--- src/rtl/snow64_bfloat16_mul.sv ---
// Two-cycle BFloat16 multiplier: operands are classified and multiplied on
// accept, then normalized, rounded and range-checked on the finishing cycle.
module snow64_bfloat16_mul (
    input  logic        clk,
    input  logic        rst_n,
    input  logic        in_start,
    input  logic [15:0] in_a,
    input  logic [15:0] in_b,
    output logic        out_data_valid,
    output logic        out_can_accept_cmd,
    output logic [15:0] out_data
);

    typedef enum logic {
        StMulIdle,
        StMulFinishing
    } state_t;

    state_t state, state_next;

    logic               r_sign;
    logic               r_a_zero, r_a_inf, r_a_nan;
    logic               r_b_zero, r_b_inf, r_b_nan;
    logic [15:0]        r_prod;
    logic signed [9:0]  r_exp;

    logic [7:0] ea, eb;
    logic [6:0] ma, mb;
    logic       accept;

    assign ea = in_a[14:7];
    assign eb = in_b[14:7];
    assign ma = in_a[6:0];
    assign mb = in_b[6:0];
    assign accept = (state == StMulIdle) && in_start;
    assign out_can_accept_cmd = (state == StMulIdle);

    always_ff @(posedge clk or negedge rst_n) begin
        if (!rst_n) begin
            state <= StMulIdle;
        end else begin
            state <= state_next;
        end
    end

    always_comb begin
        state_next = state;
        case (state)
            StMulIdle:      if (in_start) state_next = StMulFinishing;
            StMulFinishing: state_next = StMulIdle;
            default:        state_next = StMulIdle;
        endcase
    end

    always_ff @(posedge clk or negedge rst_n) begin
        if (!rst_n) begin
            r_sign   <= 1'b0;
            r_a_zero <= 1'b0;
            r_a_inf  <= 1'b0;
            r_a_nan  <= 1'b0;
            r_b_zero <= 1'b0;
            r_b_inf  <= 1'b0;
            r_b_nan  <= 1'b0;
            r_prod   <= 16'h0000;
            r_exp    <= 10'sd0;
        end else if (accept) begin
            r_sign   <= in_a[15] ^ in_b[15];
            r_a_zero <= (ea == 8'h00);
            r_a_inf  <= (ea == 8'hFF) && (ma == 7'h00);
            r_a_nan  <= (ea == 8'hFF) && (ma != 7'h00);
            r_b_zero <= (eb == 8'h00);
            r_b_inf  <= (eb == 8'hFF) && (mb == 7'h00);
            r_b_nan  <= (eb == 8'hFF) && (mb != 7'h00);
            r_prod   <= {8'h00, 1'b1, ma} * {8'h00, 1'b1, mb};
            r_exp    <= $signed({2'b00, ea}) + $signed({2'b00, eb})
                        - 10'sd127;
        end
    end

    logic              hi;
    logic [6:0]        mant;
    logic              guard, sticky, round_up;
    logic [7:0]        mant_r;
    logic [6:0]        mant_f;
    logic signed [9:0] exp_n, exp_f;
    logic              any_nan, any_inf, any_zero;
    logic [15:0]       result;

    // Product of two [1,2) significands lies in [1,4); bit 15 marks >= 2.
    assign hi       = r_prod[15];
    assign mant     = hi ? r_prod[14:8] : r_prod[13:7];
    assign guard    = hi ? r_prod[7] : r_prod[6];
    assign sticky   = hi ? (|r_prod[6:0]) : (|r_prod[5:0]);
    assign round_up = guard & (sticky | mant[0]);
    assign mant_r   = {1'b0, mant} + {7'h00, round_up};
    assign exp_n    = r_exp + (hi ? 10'sd1 : 10'sd0);
    assign exp_f    = mant_r[7] ? (exp_n + 10'sd1) : exp_n;
    assign mant_f   = mant_r[7] ? 7'h00 : mant_r[6:0];

    assign any_nan  = r_a_nan | r_b_nan
                    | (r_a_inf & r_b_zero) | (r_b_inf & r_a_zero);
    assign any_inf  = r_a_inf | r_b_inf;
    assign any_zero = r_a_zero | r_b_zero;

    always_comb begin
        result = {r_sign, exp_f[7:0], mant_f};
        if (any_nan) begin
            result = 16'h7FC0;
        end else if (any_inf) begin
            result = {r_sign, 8'hFF, 7'h00};
        end else if (any_zero) begin
            result = {r_sign, 15'h0000};
        end else if (exp_f >= 10'sd255) begin
            result = {r_sign, 8'hFF, 7'h00};
        end else if (exp_f <= 10'sd0) begin
            result = {r_sign, 15'h0000};
        end
    end

    always_ff @(posedge clk or negedge rst_n) begin
        if (!rst_n) begin
            out_data_valid <= 1'b0;
            out_data       <= 16'h0000;
        end else if (state == StMulFinishing) begin
            out_data_valid <= 1'b1;
            out_data       <= result;
        end else begin
            out_data_valid <= 1'b0;
        end
    end

endmodule

--- config.mk ---
export PLATFORM = sky130hd
export DESIGN_NAME = snow64_bfloat16_mul
export DESIGN_NICKNAME = d
export VERILOG_FILES = /design/src/rtl/snow64_bfloat16_mul.sv
export SDC_FILE = /design/constraint.sdc
export NUM_CORES = 1
export LEC_CHECK = 0
export ABC_CLOCK_PERIOD_IN_PS = 9310
export CORE_ASPECT_RATIO = 0.6
export CORE_MARGIN = 3
export CORE_UTILIZATION = 45
export CTS_BUF_LIST = sky130_fd_sc_hd__clkbuf_8 sky130_fd_sc_hd__clkbuf_16
export DETAILED_ROUTE_END_ITERATION = 12
export MAX_ROUTING_LAYER = met4
export PLACE_DENSITY = 0.77
export SLEW_MARGIN = 20
export SYNTH_ARGS = -nofsm -noshare
export SYNTH_HDL_FRONTEND = slang
export SYNTH_SLANG_ARGS = --single-unit
--- constraint.sdc ---
create_clock -name clk -period 9.31 [get_ports clk]
set_input_delay 0.931 -clock clk [delete_from_list [all_inputs] [get_ports clk]]
set_output_delay 0.931 -clock clk [all_outputs]
set_load 0.01 [all_outputs]
After elaboration in Yosys (flattened, before gate mapping)
Index checks and enable logic that the tools add are counted.
{ "op_classes": {"n_addsub": 5, "mul": 1, "magnitude_cmp": 2, "eq_ne": 2, "muxes": 14, "n_bitwise": 11, "reduce_logical": 13} }
{ "ops": {"columns": ["op", "n"], "rows": [
  ["2-to-1 mux 15 bit", 4],
  ["== test 8 bit (second input constant)", 2],
  ["logical NOT 8 bit", 2],
  ["multiplier 8 x 8 -> 16 bit", 1],
  ["2-to-1 mux 16 bit", 1],
  ["logical NOT 7 bit", 2],
  ["2-to-1 mux 7 bit", 2],
  ["nonzero test 7 bit", 2],
  ["adder 10 x 2 -> 10 bit", 1],
  ["adder 10 x 2 -> 10 bit (second input constant)", 1],
  [">= comparator 10 x 9 -> 1 bit (second input constant)", 1],
  ["<= comparator 10 x 1 -> 1 bit (second input constant)", 1],
  ["2-to-1 mux 10 bit", 1],
  ["subtractor 9 x 7 -> 10 bit (second input constant)", 1],
  ["adder 8 x 8 -> 9 bit", 1],
  ["adder 7 x 1 -> 8 bit", 1],
  ["OR reduction 7 bit", 1],
  ["bitwise OR 1 bit", 6],
  ["OR reduction 6 bit", 1],
  ["logical AND 1 bit", 5],
  ["2-to-1 mux 1 bit", 5],
  ["AND 1 bit", 3],
  ["one-hot mux 1 bit (2 select lines)", 1],
  ["NOT 1 bit", 1],
  ["XOR 1 bit", 1]
]} }
{ "totals": {"reg_bits": 51, "input_bits": 35, "output_inout_bits": 18, "elab_cells": 60} }

Longest topological paths before layout
Gate-level depths: netlist (run 1).
{ "depth": {"depth_word": 12, "ltp_mapped": 18, "ltp_nobuf": 17} }

Worst setup path before layout (run 1)
No wires, ideal clock.
{ "synth_path": {"kind": "input port to flip-flop", "from": "input port in_a[3]", "to": "register r_prod[14]", "arrival_time_ns": 4.717, "path_slack_ns": 4.456, "path_stages": 16, "path_cell_list": "clkbuf_1 > nand2_1 > fa_1 > inv_1 > fa_1 > fa_1 > inv_1 > fa_1 > inv_1 > ha_1 > a21o_1 > a31oi_1 > o21ai_0 > o41ai_1 > xor2_1 > o21ai_0"} }
{ "synth_via": {"elab_chain_len": 1} }
{ "synth_rtl": {"columns": ["element", "line_no", "source"], "rows": [
  ["start: declaration", "7", "input logic [15:0] in_a,"],
  ["multiplier 8 x 8 -> 16 bit", "74", "r_prod <= {8'h00, 1'b1, ma} * {8'h00, 1'b1, mb};"],
  ["end signal: assignment", "74", null],
  ["end: declaration", "24", "logic [15:0] r_prod;"]
]} }
No other way between the ends.
A chain may end at the register's enable or synchronous reset.

Worst setup path after layout (run 1)
{ "layout_path": {"from": "input port in_a[4]", "to": "register r_prod[14]"} }
Same word-level chain as after synthesis.

==> impl_metrics.csv, run 1 <==
group,metric,value,unit
run_status,outcome,"finished clean",
sta,hold_viol_final,0,
worst_setup_path,worstPathCellList,"clkdlybuf4s50_1, and2_1, fa_1, fa_1, fa_1, inv_1, fa_1, inv_1, ha_1, a21o_1, a31oi_1, o21ai_0, o41ai_1, xor2_1, o21ai_0",
clocking,cts_sinks,51,
worst_setup_path,worstSetupEndpointType,"flip-flop",
final_layout,n_antenna_cell,0,
final_layout,multi_input_area,3860,um2
placed_design,gp_congestion,0.912,
sta,fin_crit,5.37,ns
hold_path,hold_class,"flip-flop to flip-flop",
route,drt-initial-drc-count,460,
sta,clock.fmax,186,MHz
worst_setup_path,cp_max_fo,9,
clocking,clkLatencyLatePin,0.29,ns
logic_synthesis,yosysTopAreaCellShare,23.0,%
logic_synthesis,synth_top_flop_cell,"dfrtp_1",
pwr,p_total,1330,uW
logic_synthesis,yosysWarnings,0,
pwr,p_leak,0.00292,uW
global_routing,grt_pass1_vias,4768,
final_layout,fillCellCount,1057,
final_layout,largestRegisters,"out_data (16), r_prod (16), r_exp (10)",
clocking,cts_buffers,5,
placed_design,hpwl,10.8,mm
final_layout,area_growth,14.5,%
worst_setup_path,worstPathArrival,5.52,ns
pwr,p_per_area,210,nW/um2
sta,finalWorstSetupSlack,3.94,ns
sta,drv_slew,0,
route,wl,13.6,mm
worst_setup_path,cp_slowest_cell,"clkdlybuf4s50_1",
die,initial_core_util,47.6,%
worst_setup_path,critPathRequiredTime,9.46,ns
worst_setup_path,max_stage_delay,0.60,ns
global_routing,grt_max_degree,57,
logic_synthesis,async_flop_share,100,%
clocking,cts.hold.buffers_added,0,
sta,rsz0062_at_grt,"false",
clocking,cts_tree,"done",
route,drc_errors,0,
clocking,post-cts-setup-buffers,0,
final_layout,fin_cells,850,
die,boundaryPins,53,
global_routing,grt_pass1_wl,23.4,mm
placed_design,pre_cts_slack,3.63,ns
sta,max-slew-margin-rel,53.5,%
sta,tns,0,ns
logic_synthesis,synth_cell_types,57,
run,max_cap_viol_count,0,
logic_synthesis,synth_area_leaders,"dfrtp_1, fa_1, ha_1, inv_1, nand2_1",
sta,fin_crit_sh,57.7,%
worst_setup_path,crit_type,"input port to flip-flop",
worst_setup_path,cp-start-kind,"input port",
sta,worst_pin_slew,0.698,ns
global_routing,track_usage,21.4,%
route,ant_nets,0,
route,avgRoutedWirePerCell,15.9,um
sta,fin_skew,0.00410,ns
worst_setup_path,cpMostUsedCell,"fa_1",
route,via_count,4727,
route,first_pass_iters,5,
logic_synthesis,synth.avg_cell_area,8.52,um2
logic_synthesis,synth_area_leader_cell,"dfrtp_1",
final_layout,fin_util,54.5,%
pwr,ir_drop,0.130,mV
logic_synthesis,synth-edff-count,0,
logic_synthesis,syn_nets,777,
global_routing,grt-ovfl-total,0,
clocking,ctsRootBufferMaster,"clkbuf_16",
final_layout,seqCellArea,1280,um2
die,core-area,11600,um2
clocking,htree_levels,2,
global_routing,grt_antenna_before_repair,0,
logic_synthesis,syn_area,5540,um2
logic_synthesis,synth.yosys.seq_area_share,23.0,%
die,die_area,13700,um2
sta,finalSetupViolations,0,
die,die_h,91.9,um
die,die_x,149,um
clocking,cts_resized,0,
logic_synthesis,ys_ff_latch,51,
placed_design,dpl.cell_count,842,
clocking,clk_path_buf_depth,2,
placed_design,port_buffers,52,
final_layout,drive_gt1_share,3.91,%
route,viasPerCell,5.56,
clocking,clk_pin_slew_worst_paths,0.07,ns
logic_synthesis,synthCells,650,
final_layout,nets,816,
die,core.rowCount,30,
## cells in the mapped netlist, drive strengths merged (2+ instances only)
cell	n
a2111oi	3
a211oi	5
a21o	5
a21oi	22
a22o	5
a31oi	6
a32o	2
a32oi	2
and2	35
and3	2
buf	6
clkbuf	17
dfrtp	51
fa	37
ha	55
inv	83
mux2	3
mux2i	9
nand2	81
nand2b	6
nand3	21
nand4	9
nor2	30
nor2b	8
nor3	14
nor4	12
o211ai	3
o21a	4
o21ai	38
o21bai	4
o22ai	5
o32ai	7
o41ai	2
or2	4
or3	4
xnor2	18
xor2	20
## through the flow
step                hold WS [ns]  instance area [um2]
detailed placement         0.473                 6180
CTS                        0.488                 6340
global route               0.518                 6340
global placement           0.455                 6180
floorplan                  0.352                 5540
finish                     0.480                 6340
## kinds of logic after synthesis
group                    share of synthesized area, %
AND/OR/NAND/NOR                                  21.1
AO/OA/AOI/OAI                                    14.4
buffers and inverters                            7.36
XOR/XNOR                                         6.01
adder cells (fa/ha/maj)                          25.8
multiplexers                                     2.30
flip-flops                                       23.0
## worst max-delay path: cells and delay by family
family	cells	cell delay [ns]
xor+xnor	1	0.16
simple gates	1	0.26
buf+inv	3	0.70
fa+ha+maj	5	2.41
compound gates	5	1.04
## routing by layer
layer  global-route usage (%)  part of all wire [%]
met5                        -                     0
met3                     4.64                   6.9
met4                     2.28                  0.61
met1                     32.9                    52
met2                     29.7                    41
## power breakdown
group	internal, uW	switching (uW)
clock network	114	81.4
registers	288	97.0
logic	344	408
## cell type report
class / count / area share [%]
flip-flops and latches: 51 / 20.1
multi-input cells: 493 / 60.9
clock buffers: 7 / 2.41
inverters: 83 / 4.91
well taps: 160 / 3.16
clock inverters: 1 / 0.0592
repair buffers: 55 / 8.48
## worst paths after layout
check | startpoint | to | slack, ns | cells past startpoint
hold reg to reg | r_prod[0] | r_prod[0] | 0.48 | 2
min in group asynchronous | rst_n | out_data[14] | 0.74 | 2
setup / recovery | in_a[4] | r_prod[14] | 3.94 | 15
hold / removal | r_prod[0] | r_prod[0] | 0.48 | 2
setup reg to reg | r_prod[15] | out_data[3] | 5.19 | 10
max in group asynchronous | rst_n | r_exp[7] | 8.12 | 2
## placed cells by master, fill, tap and decap left out, types with 7 or more instances in the layout
cell / Yosys / final
a21oi_1: 22 / 22
and2_1: 35 / 35
clkdlybuf4s50_1: 0 / 51
dfrtp_1: 51 / 51
fa_1: 37 / 37
ha_1: 55 / 55
inv_1: 83 / 84
mux2i_1: 8 / 8
nand2_1: 81 / 81
nand3_1: 20 / 20
nand4_1: 9 / 9
nor2_1: 30 / 30
nor2b_1: 8 / 8
nor3_1: 12 / 12
nor4_1: 12 / 11
o21ai_0: 37 / 37
o32ai_1: 7 / 7
xnor2_1: 18 / 18
xor2_1: 20 / 20
No activity file was read; power rests on OpenSTA's default activity.
==> run 2, diff against run 1 <==
- ABC_CLOCK_PERIOD_IN_PS: 9310 -> 4860
- PLACE_DENSITY: 0.77 -> 0.8
- clock period: 9.31 -> 4.86 ns (I/O delays scaled with it)
==> run 2 against run 1 <==
Sequential share of layout area down 0.89 points. Core utilization up 2.5 points. Wire length up 9.5%. Combinational power up 120%. Via count up 6.0%. Die area unchanged. Clock power up 91%. Clock skew up 0.0017 ns. Design area up 4.6%. First-iteration DRC count up 8.5%. Worst setup slack worse by 3.8 ns. Critical path type unchanged. Critical endpoint unchanged. Largest power group unchanged.
==> impl_metrics.csv, run 2 (synthesis gave the netlist of run 1 again) <==
group,metric,value,unit
run_status,outcome,"finished clean",
global_routing,grt_max_degree,57,
worst_setup_path,path_buf_inv,4,
pwr,switchingPower,1210,uW
placed_design,port_buffers,52,
worst_setup_path,critPathRequiredTime,5.02,ns
global_routing,top_usage_layer,"met1",
final_layout,fillCellCount,1029,
die,die_h,91.9,um
die,core.rowCount,30,
worst_setup_path,worstPathCellList,"clkdlybuf4s50_1, nand2_1, fa_1, inv_1, fa_1, fa_1, inv_1, fa_1, inv_1, ha_1, a21o_1, a31oi_2, o21ai_1, o41ai_2, xor2_1, o21ai_0",
final_layout,fin_util,57.0,%
worst_setup_path,worstPathArrival,4.85,ns
worst_setup_path,cpMostUsedCell,"fa_1",
die,core-area,11600,um2
route,drt-initial-drc-count,499,
sta,clock.fmax,213,MHz
global_routing,grt_util_met1,34.7,%
clocking,post-cts-setup-buffers,0,
pwr,p_total,2720,uW
clocking,clk_pin_slew_worst_paths,0.07,ns
global_routing,track_usage,22.7,%
clocking,cts_sinks,51,
placed_design,gp_congestion,0.900,
pwr,p_per_area,409,nW/um2
final_layout,final_common_cell,"inv_1",
pwr,p_int,1510,uW
global_routing,gr-usage-met3,3.60,%
final_layout,multi_input_area,3890,um2
die,initial_core_util,47.6,%
run,max_cap_viol_count,0,
clocking,htree_levels,2,
placed_design,pre_cts_slack,-0.230,ns
clocking,clkLatencyLatePin,0.30,ns
worst_setup_path,cp-start-kind,"input port",
final_layout,nets,850,
final_layout,drive_gt1_share,9.25,%
sta,finalSetupViolations,0,
route,viasPerCell,5.67,
sta,fin_crit,4.70,ns
pwr,pwr-share-seq,26.5,%
sta,finalWorstSetupSlack,0.165,ns
clocking,clk_path_buf_depth,2,
worst_setup_path,critical-path-top-delay-family,"adder cells",
global_routing,grt_antenna_before_repair,0,
die,die_x,149,um
route,drc_errors,0,
final_layout,final_cell_mix,"inv_1, nand2_1, ha_1",
sta,hold_viol_final,0,
final_layout,largestRegisters,"out_data (16), r_prod (16), r_exp (10)",
route,via_count,5009,
worst_setup_path,cp_slowest_cell,"clkdlybuf4s50_1",
pwr,ir_drop,0.265,mV
global_routing,grt_pass1_vias,4979,
route,first_pass_iters,5,
pwr,p_comb_share,59.8,%
final_layout,seqCellArea,1280,um2
sta,fin_crit_sh,96.6,%
placed_design,place_area,6450,um2
clocking,cts_tree,"done",
route,avgRoutedWirePerCell,16.8,um
pwr,pwr-share-clk,13.7,%
route,ant_nets,0,
sta,fin_skew,0.00577,ns
worst_setup_path,cp_max_fo,4,
route,wl,14.8,mm
sta,max-slew-margin-rel,56.6,%
pwr,p_leak,0.00311,uW
clocking,ctsRootBufferMaster,"clkbuf_16",
final_layout,area_growth,19.8,%
die,boundaryPins,53,
sta,drv_slew,0,
clocking,cts_buffers,5,
worst_setup_path,max_stage_delay,0.59,ns
final_layout,n_antenna_cell,0,
global_routing,grt_pass1_wl,24.5,mm
pwr,swShare,44.6,%
sta,worst_pin_slew,0.651,ns
final_layout,design_area,6640,um2
worst_setup_path,crit_type,"input port to flip-flop",
hold_path,hold_class,"input port to asynchronous set/reset pin",
worst_setup_path,reg2reg_slack,1.20,ns
die,die_area,13700,um2
global_routing,grt-ovfl-total,0,
global_routing,met2_usage,32.6,%
worst_setup_path,worstSetupEndpointType,"flip-flop",
placed_design,hpwl,11.8,mm
## run 2: area by class of cell
| type | instances | share of cell area, % |
|---|---|---|
| Clock buffer | 5 | 1.89 |
| Sequential cell | 51 | 19.2 |
| Clock inverter | 3 | 0.396 |
| Multi-Input combinational cell | 493 | 58.6 |
| Tap cell | 160 | 3.02 |
| Inverter | 83 | 4.69 |
| Timing Repair Buffer | 89 | 12.2 |
## run 2: repair_timing
item,4_1_cts,5_1_grt
gates resized for setup,0,10
setup endpoints to repair,0,3
hold buffers,0,0
## run 2: power groups by stage
stage | combinational (uW) | clock (uW) | sequential [uW]
6_report | 1630 | 372 | 720
4_1_cts | 1580 | 378 | 715
2_1_floorplan | 1070 | 0 | 663
3_5_place_dp | 1560 | 0 | 719
3_3_place_gp | 1490 | 0 | 712
5_1_grt | 1820 | 398 | 745
## run 2: path summary, 6_finish.rpt
path | cells after the start | endpoint | from
setup / recovery | 16 | r_prod[14] | in_b[5]
hold / removal | 1 | out_data[13] | rst_n
setup reg to reg | 10 | out_data[5] | r_exp[0]
hold reg to reg | 2 | r_prod[0] | r_prod[0]
max in group asynchronous | 2 | r_prod[10] | rst_n
min in group clk | 2 | r_prod[0] | r_prod[0]
## run 2: stage by stage
step / setup TNS (ns) / instances / hold slack [ns]
floorplan: 0 / 650 / 0.190
global placement: -0.108 / 875 / 0.456
detailed placement: -0.760 / 876 / 0.466
CTS: 0 / 884 / 0.163
global route: -0.0761 / 884 / 0.174
finish: 0 / 884 / 0.153
## run 2: layer usage
metal	up-vias	routed length [um]
li1	2353	-
met1	2446	7280
met2	197	6360
met3	13	1130
met4	0	66
met5	-	0
==> run 3, diff against run 2 <==
- RECOVER_POWER: default -> 50
==> run 3 against run 2 <==
The run now ends with capacitance limit, slew limit left. Sequential share of layout area rose by 0.051 points. Largest power group unchanged. Critical path type unchanged. Worst setup slack improved by 0.0076 ns. Die area stayed put. Total power shrank 0.23%. Register-to-register slack hardly changed. Worst hold slack improved by 0.24 ns. Design area decreased by 0.26%. Critical path depth is 1 higher. Fmax up 0.16%. Sequential cell count stayed put.
==> impl_metrics.csv, run 3 (synthesis gave the netlist of run 1 again) <==
group,metric,value,unit
final_layout,n_antenna_cell,0,
pwr,p_per_area,410,nW/um2
sta,finalWorstSetupSlack,0.172,ns
worst_setup_path,cp-start-kind,"input port",
die,initial_core_util,47.6,%
die,die_area,13700,um2
route,avgRoutedWirePerCell,16.8,um
clocking,cts.hold.buffers_added,0,
clocking,post-cts-setup-buffers,0,
pwr,ir_drop,0.261,mV
worst_setup_path,reg2reg_depth,10,
placed_design,port_buffers,52,
sta,worst_pin_slew,1.83,ns
clocking,cts_tree,"done",
clocking,htree_levels,2,
worst_setup_path,path_buf_inv,4,
sta,max-slew-margin-rel,-21.8,%
route,ant_nets,0,
route,wl,14.9,mm
pwr,p_leak,0.00310,uW
global_routing,grt_antenna_before_repair,0,
final_layout,final_common_cell,"inv_1",
placed_design,gp_congestion,0.900,
route,viasPerCell,5.65,
worst_setup_path,r2r-end,"out_data[5]",
worst_setup_path,r2r_start,"r_exp[0]",
die,die_x,149,um
final_layout,drive_gt1_share,8.98,%
clocking,clk_path_buf_depth,2,
final_layout,nets,850,
sta,fin_skew,0.00577,ns
sta,finalSetupViolations,0,
final_layout,largestRegisters,"out_data (16), r_prod (16), r_exp (10)",
global_routing,grt-ovfl-total,0,
worst_setup_path,cp_slowest_cell,"fa_1",
worst_setup_path,critPathRequiredTime,5.02,ns
clocking,cts_buffers,5,
die,core.rowCount,30,
sta,whs,0.395,ns
run,max_cap_viol_count,1,
global_routing,track_usage,22.7,%
route,first_pass_iters,5,
worst_setup_path,cp_max_fo,4,
clocking,clkLatencyLatePin,0.30,ns
final_layout,fin_cells,884,
run_status,outcome,"finished with violations",
worst_setup_path,worstSetupEndpointType,"flip-flop",
route,drt-initial-drc-count,524,
clocking,clk_pin_slew_worst_paths,0.07,ns
clocking,ctsRootBufferMaster,"clkbuf_16",
clocking,cts_resized,0,
run_status,violations,"capacitance limit, slew limit",
placed_design,pre_cts_slack,-0.230,ns
die,die_h,91.9,um
route,drc_errors,0,
worst_setup_path,worstPathCellList,"clkdlybuf4s50_1, buf_4, and2_1, fa_1, fa_1, ha_1, inv_1, fa_1, inv_1, ha_1, a21oi_1, o21bai_1, a31oi_2, o21ai_1, o41ai_2, xor2_1, o21ai_0",
sta,clock.fmax,213,MHz
die,boundaryPins,53,
hold_path,hold_class,"input port to asynchronous set/reset pin",
sta,fin_crit,4.69,ns
worst_setup_path,crit_type,"input port to flip-flop",
sta,fin_crit_sh,96.5,%
clocking,cts_sinks,51,
worst_setup_path,worstPathArrival,4.84,ns
worst_setup_path,cpMostUsedCell,"fa_1",
worst_setup_path,max_stage_delay,0.54,ns
global_routing,grt_pass1_vias,4979,
sta,drv_slew,33,
final_layout,final_cell_mix,"inv_1, nand2_1, ha_1",
sta,hold_viol_final,0,
global_routing,grt_max_degree,57,
placed_design,hpwl,11.8,mm
placed_design,dpl.cell_count,876,
final_layout,area_growth,19.5,%
global_routing,grt_pass1_wl,24.5,mm
die,core-area,11600,um2
route,via_count,4995,
worst_setup_path,reg2reg_slack,1.21,ns
worst_setup_path,critical-path-top-delay-family,"adder cells",
[run 3: cell types whose count changed in the layout (fill, tap and decap cells not counted), sizes merged]
cell	before	now
clkdlybuf4s50	49	42
buf	38	36
dlygate4sd3	0	7
clkbuf	5	7
[run 3: routing by layer]
| layer | share of wire (%) | global-route usage [%] |
|---|---|---|
| met5 | 0 | - |
| met4 | 0.48 | 2.44 |
| met3 | 8.1 | 3.60 |
| met2 | 43 | 32.6 |
| met1 | 49 | 34.7 |
[run 3: power breakdown]
group          internal (uW)  total, uW  switching [uW]
sequential               552        721             169
combinational            751       1620             868
clock                    196        372             176
[run 3: final cells by class]
type                    instances  area (um2)
clock buffers                   5         125
clock inverters                 3        26.3
fillers                      1030        5020
inverters                      83         312
multi-input cells             493        3890
flip-flops and latches         51        1280
well taps                     160         200
repair buffers                 89         793
[run 3: metrics by stage]
step | util, % | cell area, um2 | power [uW] | TNS [ns]
finish | 56.9 | 6620 | 2710 | 0
global route | 56.9 | 6620 | 2960 | -0.0761
CTS | 56.7 | 6600 | 2680 | 0
detailed placement | 55.4 | 6450 | 2280 | -0.760
global placement | 55.2 | 6430 | 2200 | -0.108
floorplan | - | 5540 | 1740 | 0
[run 3: worst max path at each step]
| stage | from | endpoint | cells after the start | slack, ns |
|---|---|---|---|---|
| 3_3_place_gp | in_a[3] | r_prod[14] | 16 | -0.11 |
| 6_report | in_b[4] | r_prod[14] | 17 | 0.17 |
| 2_1_floorplan | in_a[3] | r_prod[14] | 16 | 0.45 |
| 3_5_place_dp | in_b[3] | r_prod[15] | 18 | -0.23 |
| 5_1_grt | in_b[5] | r_prod[14] | 16 | -0.05 |
| 4_1_cts | in_b[3] | r_prod[15] | 18 | 0.06 |
[run 3: worst register-to-register path, cell delays in order, from the launching register on]
cell      delay, ns
dfrtp_1        0.42
ha_1           0.17
ha_1           0.49
xor2_1         0.31
nand3_1        0.19
nor3_4         0.26
nand3_2        0.20
or3_4          0.43
a211oi_4       0.46
o21ai_2        0.25
o32ai_1        0.36
